===== config.mk =====
export PLATFORM = sky130hd
export DESIGN_NAME = wb_stage_regfile
export DESIGN_NICKNAME = d
export VERILOG_FILES = /design/src/rtl/wb_pkg.sv /design/src/rtl/rf_2r1w.sv /design/src/rtl/wb_stage_regfile.sv
export SDC_FILE = /design/constraint.sdc
export NUM_CORES = 2
export LEC_CHECK = 0
export CAP_MARGIN = 20
export CORE_ASPECT_RATIO = 0.9
export CORE_MARGIN = 5
export CORE_UTILIZATION = 46
export DETAILED_ROUTE_END_ITERATION = 7
export HOLD_SLACK_MARGIN = 0.03
export PLACE_DENSITY = 0.69
export RECOVER_POWER = 100
export SLEW_MARGIN = 10
export SYNTH_ARGS = -nofsm -noshare
export SYNTH_HDL_FRONTEND = slang
export SYNTH_SLANG_ARGS = --single-unit

===== constraint.sdc =====
create_clock -name clk -period 39.7 [get_ports clk]
set_input_delay 7.94 -clock clk [delete_from_list [all_inputs] [get_ports clk]]
set_output_delay 7.94 -clock clk [all_outputs]
set_load 0.1 [all_outputs]

===== src/rtl/wb_pkg.sv =====
// Shared constants for the write-back stage: write-back source encodings,
// the hard-wired zero register index and the bubble instruction encoding.
package wb_pkg;

    typedef logic [1:0] wb_sel_t;

    localparam wb_sel_t     WB_SEL_ALU   = 2'b00;
    localparam wb_sel_t     WB_SEL_DM    = 2'b01;
    localparam wb_sel_t     WB_SEL_PC    = 2'b10;
    localparam wb_sel_t     WB_SEL_RSV   = 2'b11;

    localparam logic [4:0]  REG_ZERO     = 5'd0;
    localparam logic [31:0] BUBBLE_INSTR = 32'h0;

endpackage


===== src/rtl/rf_2r1w.sv =====
// General register file: async-reset array, one synchronous write port and two
// asynchronous read ports. Define RF_BYPASS_EN for write-through reads.
module rf_2r1w
    import wb_pkg::*;
#(
    parameter  int NREG = 32,
    parameter  int DW   = 32,
    localparam int AW   = $clog2(NREG)
) (
    input  logic          clk,
    input  logic          rst,
    input  logic          we,
    input  logic [AW-1:0] waddr,
    input  logic [DW-1:0] wdata,
    input  logic [AW-1:0] raddr_a,
    input  logic [AW-1:0] raddr_b,
    output logic [DW-1:0] rdata_a,
    output logic [DW-1:0] rdata_b
);

    logic [DW-1:0] regs [NREG];

    // Register 0 is never written, so it stays at its reset value of zero.
    always_ff @(posedge clk or posedge rst) begin
        if (rst) begin
            for (int i = 0; i < NREG; i++) begin
                regs[i] <= '0;
            end
        end else if (we && (waddr != AW'(REG_ZERO))) begin
            regs[waddr] <= wdata;
        end
    end

    always_comb begin
        rdata_a = regs[raddr_a];
`ifdef RF_BYPASS_EN
        if (we && (raddr_a == waddr)) begin
            rdata_a = wdata;
        end
`endif
        if (raddr_a == AW'(REG_ZERO)) begin
            rdata_a = '0;
        end
    end

    always_comb begin
        rdata_b = regs[raddr_b];
`ifdef RF_BYPASS_EN
        if (we && (raddr_b == waddr)) begin
            rdata_b = wdata;
        end
`endif
        if (raddr_b == AW'(REG_ZERO)) begin
            rdata_b = '0;
        end
    end

endmodule


===== src/rtl/wb_stage_regfile.sv =====
// Write-back stage: source select, register-file commit, ID read ports and a
// retired-instruction counter. RF_BYPASS_EN enables write-through register reads.
module wb_stage_regfile
    import wb_pkg::*;
#(
    parameter  int NREG  = 32,
    parameter  int DW    = 32,
    parameter  int CNT_W = 32,
    localparam int AW    = $clog2(NREG)
) (
    input  logic             clk,
    input  logic             rst,
    input  logic [DW-1:0]    WB_DmResult,
    input  logic [DW-1:0]    WB_AluOut,
    input  logic [DW-1:2]    WB_PcAddOne,
    input  logic [1:0]       WB_WbSel,
    input  logic [AW-1:0]    WB_Rw,
    input  logic             WB_RfWr,
    input  logic [DW-1:0]    WB_Instr,
    input  logic [AW-1:0]    ID_Ra,
    input  logic [AW-1:0]    ID_Rb,
    output logic [DW-1:0]    ID_BusA,
    output logic [DW-1:0]    ID_BusB,
    output logic [DW-1:0]    WB_BusW,
    output logic             WB_WrEff,
    output logic [CNT_W-1:0] RetireCnt
);

    always_comb begin
        WB_BusW = '0;
        case (WB_WbSel)
            WB_SEL_ALU: WB_BusW = WB_AluOut;
            WB_SEL_DM:  WB_BusW = WB_DmResult;
            WB_SEL_PC:  WB_BusW = {WB_PcAddOne, 2'b00};
            default:    WB_BusW = '0;
        endcase
    end

    // The reserved select also kills the write so a bad decode cannot corrupt state.
    assign WB_WrEff = WB_RfWr
                    & (WB_Rw != AW'(REG_ZERO))
                    & (WB_WbSel != WB_SEL_RSV);

    always_ff @(posedge clk or posedge rst) begin
        if (rst) begin
            RetireCnt <= '0;
        end else if (WB_Instr != DW'(BUBBLE_INSTR)) begin
            RetireCnt <= RetireCnt + CNT_W'(1);
        end
    end

    rf_2r1w #(
        .NREG (NREG),
        .DW   (DW)
    ) u_rf (
        .clk     (clk),
        .rst     (rst),
        .we      (WB_WrEff),
        .waddr   (WB_Rw),
        .wdata   (WB_BusW),
        .raddr_a (ID_Ra),
        .raddr_b (ID_Rb),
        .rdata_a (ID_BusA),
        .rdata_b (ID_BusB)
    );

endmodule


==> impl_results.md <==
- Status: finished with violations
- Failing checks: capacitance limit, slew limit
- CTS max path bufs: 3
- Initial core utilization: 46.24%
- Period utilization: 57.19%
- Most frequent cells in the layout: dfrtp_1, nand2_1, o21ai_0, mux4_2, a22oi_1
- Core area: 114,900 sq um
- Final hold violation count: 0
- Post CTS Setup Buffer Count: 0
- GRT Util Overall: 27.14%
- Initial antenna violation count: 9
- Period minus WS final: 22.71 ns
- Worst-skew pair later-pin latency: 0.67 ns
- Hold WC Path Type: reg -> reg
- Routed Wire Length: 167,900 microns
- Root Buffer: clkbuf_16
- Setup Crit Path Kind: in -> out
- Drt via density: 6.331
- CP arrival: 14.77 ns
- Ports: 275
- Cell Pwr Density: 48.92 nW/um^2
- FMAX: 0.04404 GHz
- Non-Filler Instances: 6,427
- Setup violators final: 0
- Total power: 2.929 mW
- H-tree levels: 3
- PostCTS Resize Cnt: 0
- Max Cap Violations: 52
- Syn_nets: 4,992
- Synth top area cells: dfrtp_1, mux4_2, o21ai_0
- Count of different cell masters after synthesis: 58
- Seq/Total Area, Yosys: 48.24%
- # rows: 118
- Most common cell after layout, fill and taps aside: dfrtp_1
- RSZ-0062 raised after global routing: false
- Max incr delay on CP: 3.38 ns
- CTS sink cnt: 1,024
- Post-synth top area share: 48.24%
- Cell taking the most area after synthesis: dfrtp_1
- 1st-iter DRT viols: 4,378
- Fin. max-slew vios: 3,021
- Slowest CP cell: clkbuf_1
- Die Y: 332.4 microns
- Cell Chain, Critical Path: buf_6 > clkbuf_1 > mux4_2 > inv_1 > a21oi_1 > o22ai_1 > a31oi_1 > dlygate4sd3_1
- Final hold slack: 0.4686 ns
- Fill cells: 9,987
- Tightest Pin Transition: 5.766 ns
- Register bit count reported by yosys: 1,024
- Fin Setup TNS: 0 ns
- IO buf count: 274
- Syn Area/Cell: 10.96 sq um
- Required @ worst endpoint: 31.76 ns
- Cell Area, Synth: 53,120 sq um
- Rel. slew slack: -286.5%
- Placer Congestion: 0.8141
- CTS tree: done
- CP endpoint kind: output port
- Global-route wire length before repair: 255,800 microns
- Detail Placement HPWL: 96,950 microns
- Critical path startpoint: ID_Ra[2]
- Leakage Power: 25.32 nW
- HP Start: RetireCnt[31]$_DFFE_PP0P_
- Yosys warning total: 0
- Worst r2r src: RetireCnt[2]$_DFFE_PP0P_
- Pin count of the biggest net entering global routing: 125
- Area Overhead vs Synth: 12.70%
- Vias in the first global route: 40,800
- Final ANT Viol Nets: 0
- Register-to-register setup slack: 37.55 ns
- WL/cell: 26.12 microns
- First-pass iteration count of the detailed router: 6
- Grt total ovfl: 0
- Max VDD drop: 0.03515 mV
- Cts hold-fix bufs: 0
- Die Area: 122,400 sq um
- Final core utilization: 52.11%
- Clk slew on worst S/H paths: 0.06 ns
- Vias: 40,690
- Layout cells sized above 1: 17.51%
- Nets: 4,984
- Critical Path Fanout Max: 68
- Setup Skew: 0.004874 ns
- # DRC: 0
- Startpoint types: primary input
- Placed cell count: 6,226
- Num CTS Buffers: 106
- Die width: 368.2 microns
- Cells after Synth: 4,845
[through the flow]
stage,cell area [sq um],setup slack (ns)
CTS,60180,18.22
detailed placement,56530,18.26
floorplan,53120,2.944
global route,59860,16.83
finish,59860,16.99
global placement,56490,18.28
[critical path, delay by kind of cell]
kind / cells / cell delay [ns]
buf+inv: 4 / 5.11
compound gates: 3 / 0.81
mux: 1 / 0.77
[report_power, final]
group | switching [mW] | internal (mW)
clock | 0.435 | 0.607
sequential | 0.112 | 1.19
combinational | 0.332 | 0.248
total | 0.880 | 2.05
[kinds of logic after synthesis]
group                      after synthesis  share of synthesized area, %
DFF                                   1024                         48.24
buffers and inverters                  559                         4.758
AOI/OAI and AO/OA                     1377                         14.29
adders and majority gates                1                       0.02355
xor gates and xnor gates                31                        0.5112
and+or+nand+nor                       1212                         9.323
muxes                                  641                         22.85
[cell type report]
class	count	area, sq um	area share, %
Antenna cell	3	7.507	0.01254
Clock buffer	146	3114	5.202
Clock inverter	49	538.0	0.8988
Inverter	61	230.2	0.3846
Multi-Input combinational cell	3262	25060	41.86
Sequential cell	1024	25620	42.81
Tap cell	1500	1877	3.135
Timing Repair Buffer	382	3410	5.696
[sequential cells by signal, indices dropped and copies added (netlist names)]
register,count
RetireCnt,32
u_rf.regs,992
[final timing paths]
kind / to / cells past startpoint
worst min register to register: RetireCnt[31]$_DFFE_PP0P_ / 1
worst min-delay path: RetireCnt[31]$_DFFE_PP0P_ / 1
max in group asynchronous: u_rf.regs[677]$_DFFE_PP0P_ / 5
worst max register to register: RetireCnt[23]$_DFFE_PP0P_ / 5
min in group asynchronous: u_rf.regs[398]$_DFFE_PP0P_ / 2
worst max-delay path: ID_BusA[16] / 8
[cells in the mapped netlist (all sizes together)]
cell type	number
mux2i	102
dfrtp	1024
o21a	1
and3	7
nand2	1003
clkbuf	307
nand3b	3
o2111ai	2
nor4	14
mux2	91
inv	61
a21bo	1
a221oi	19
a22o	17
or3	1
nor2b	14
ha	1
nand2b	3
and2	6
a31oi	60
xor2	11
or4	2
o22ai	43
xnor2	20
nand3	26
or2	4
nand4	7
o21ai	959
nor3	8
a21boi	1
and3b	1
and4	1
a211oi	4
a21oi	116
a22oi	152
mux4	448
a311oi	2
nor3b	3
nor2	109
buf	191
[metal layers]
metal | track usage [%] | up-vias | wire length, microns
li1 | - | 17530 | -
met1 | 38.51 | 20610 | 68090
met2 | 41.10 | 2136 | 74860
met3 | 5.817 | 406 | 17300
met4 | 11.14 | 2 | 7638
met5 | 0 | - | 7
(Power assumes the default switching activity.)
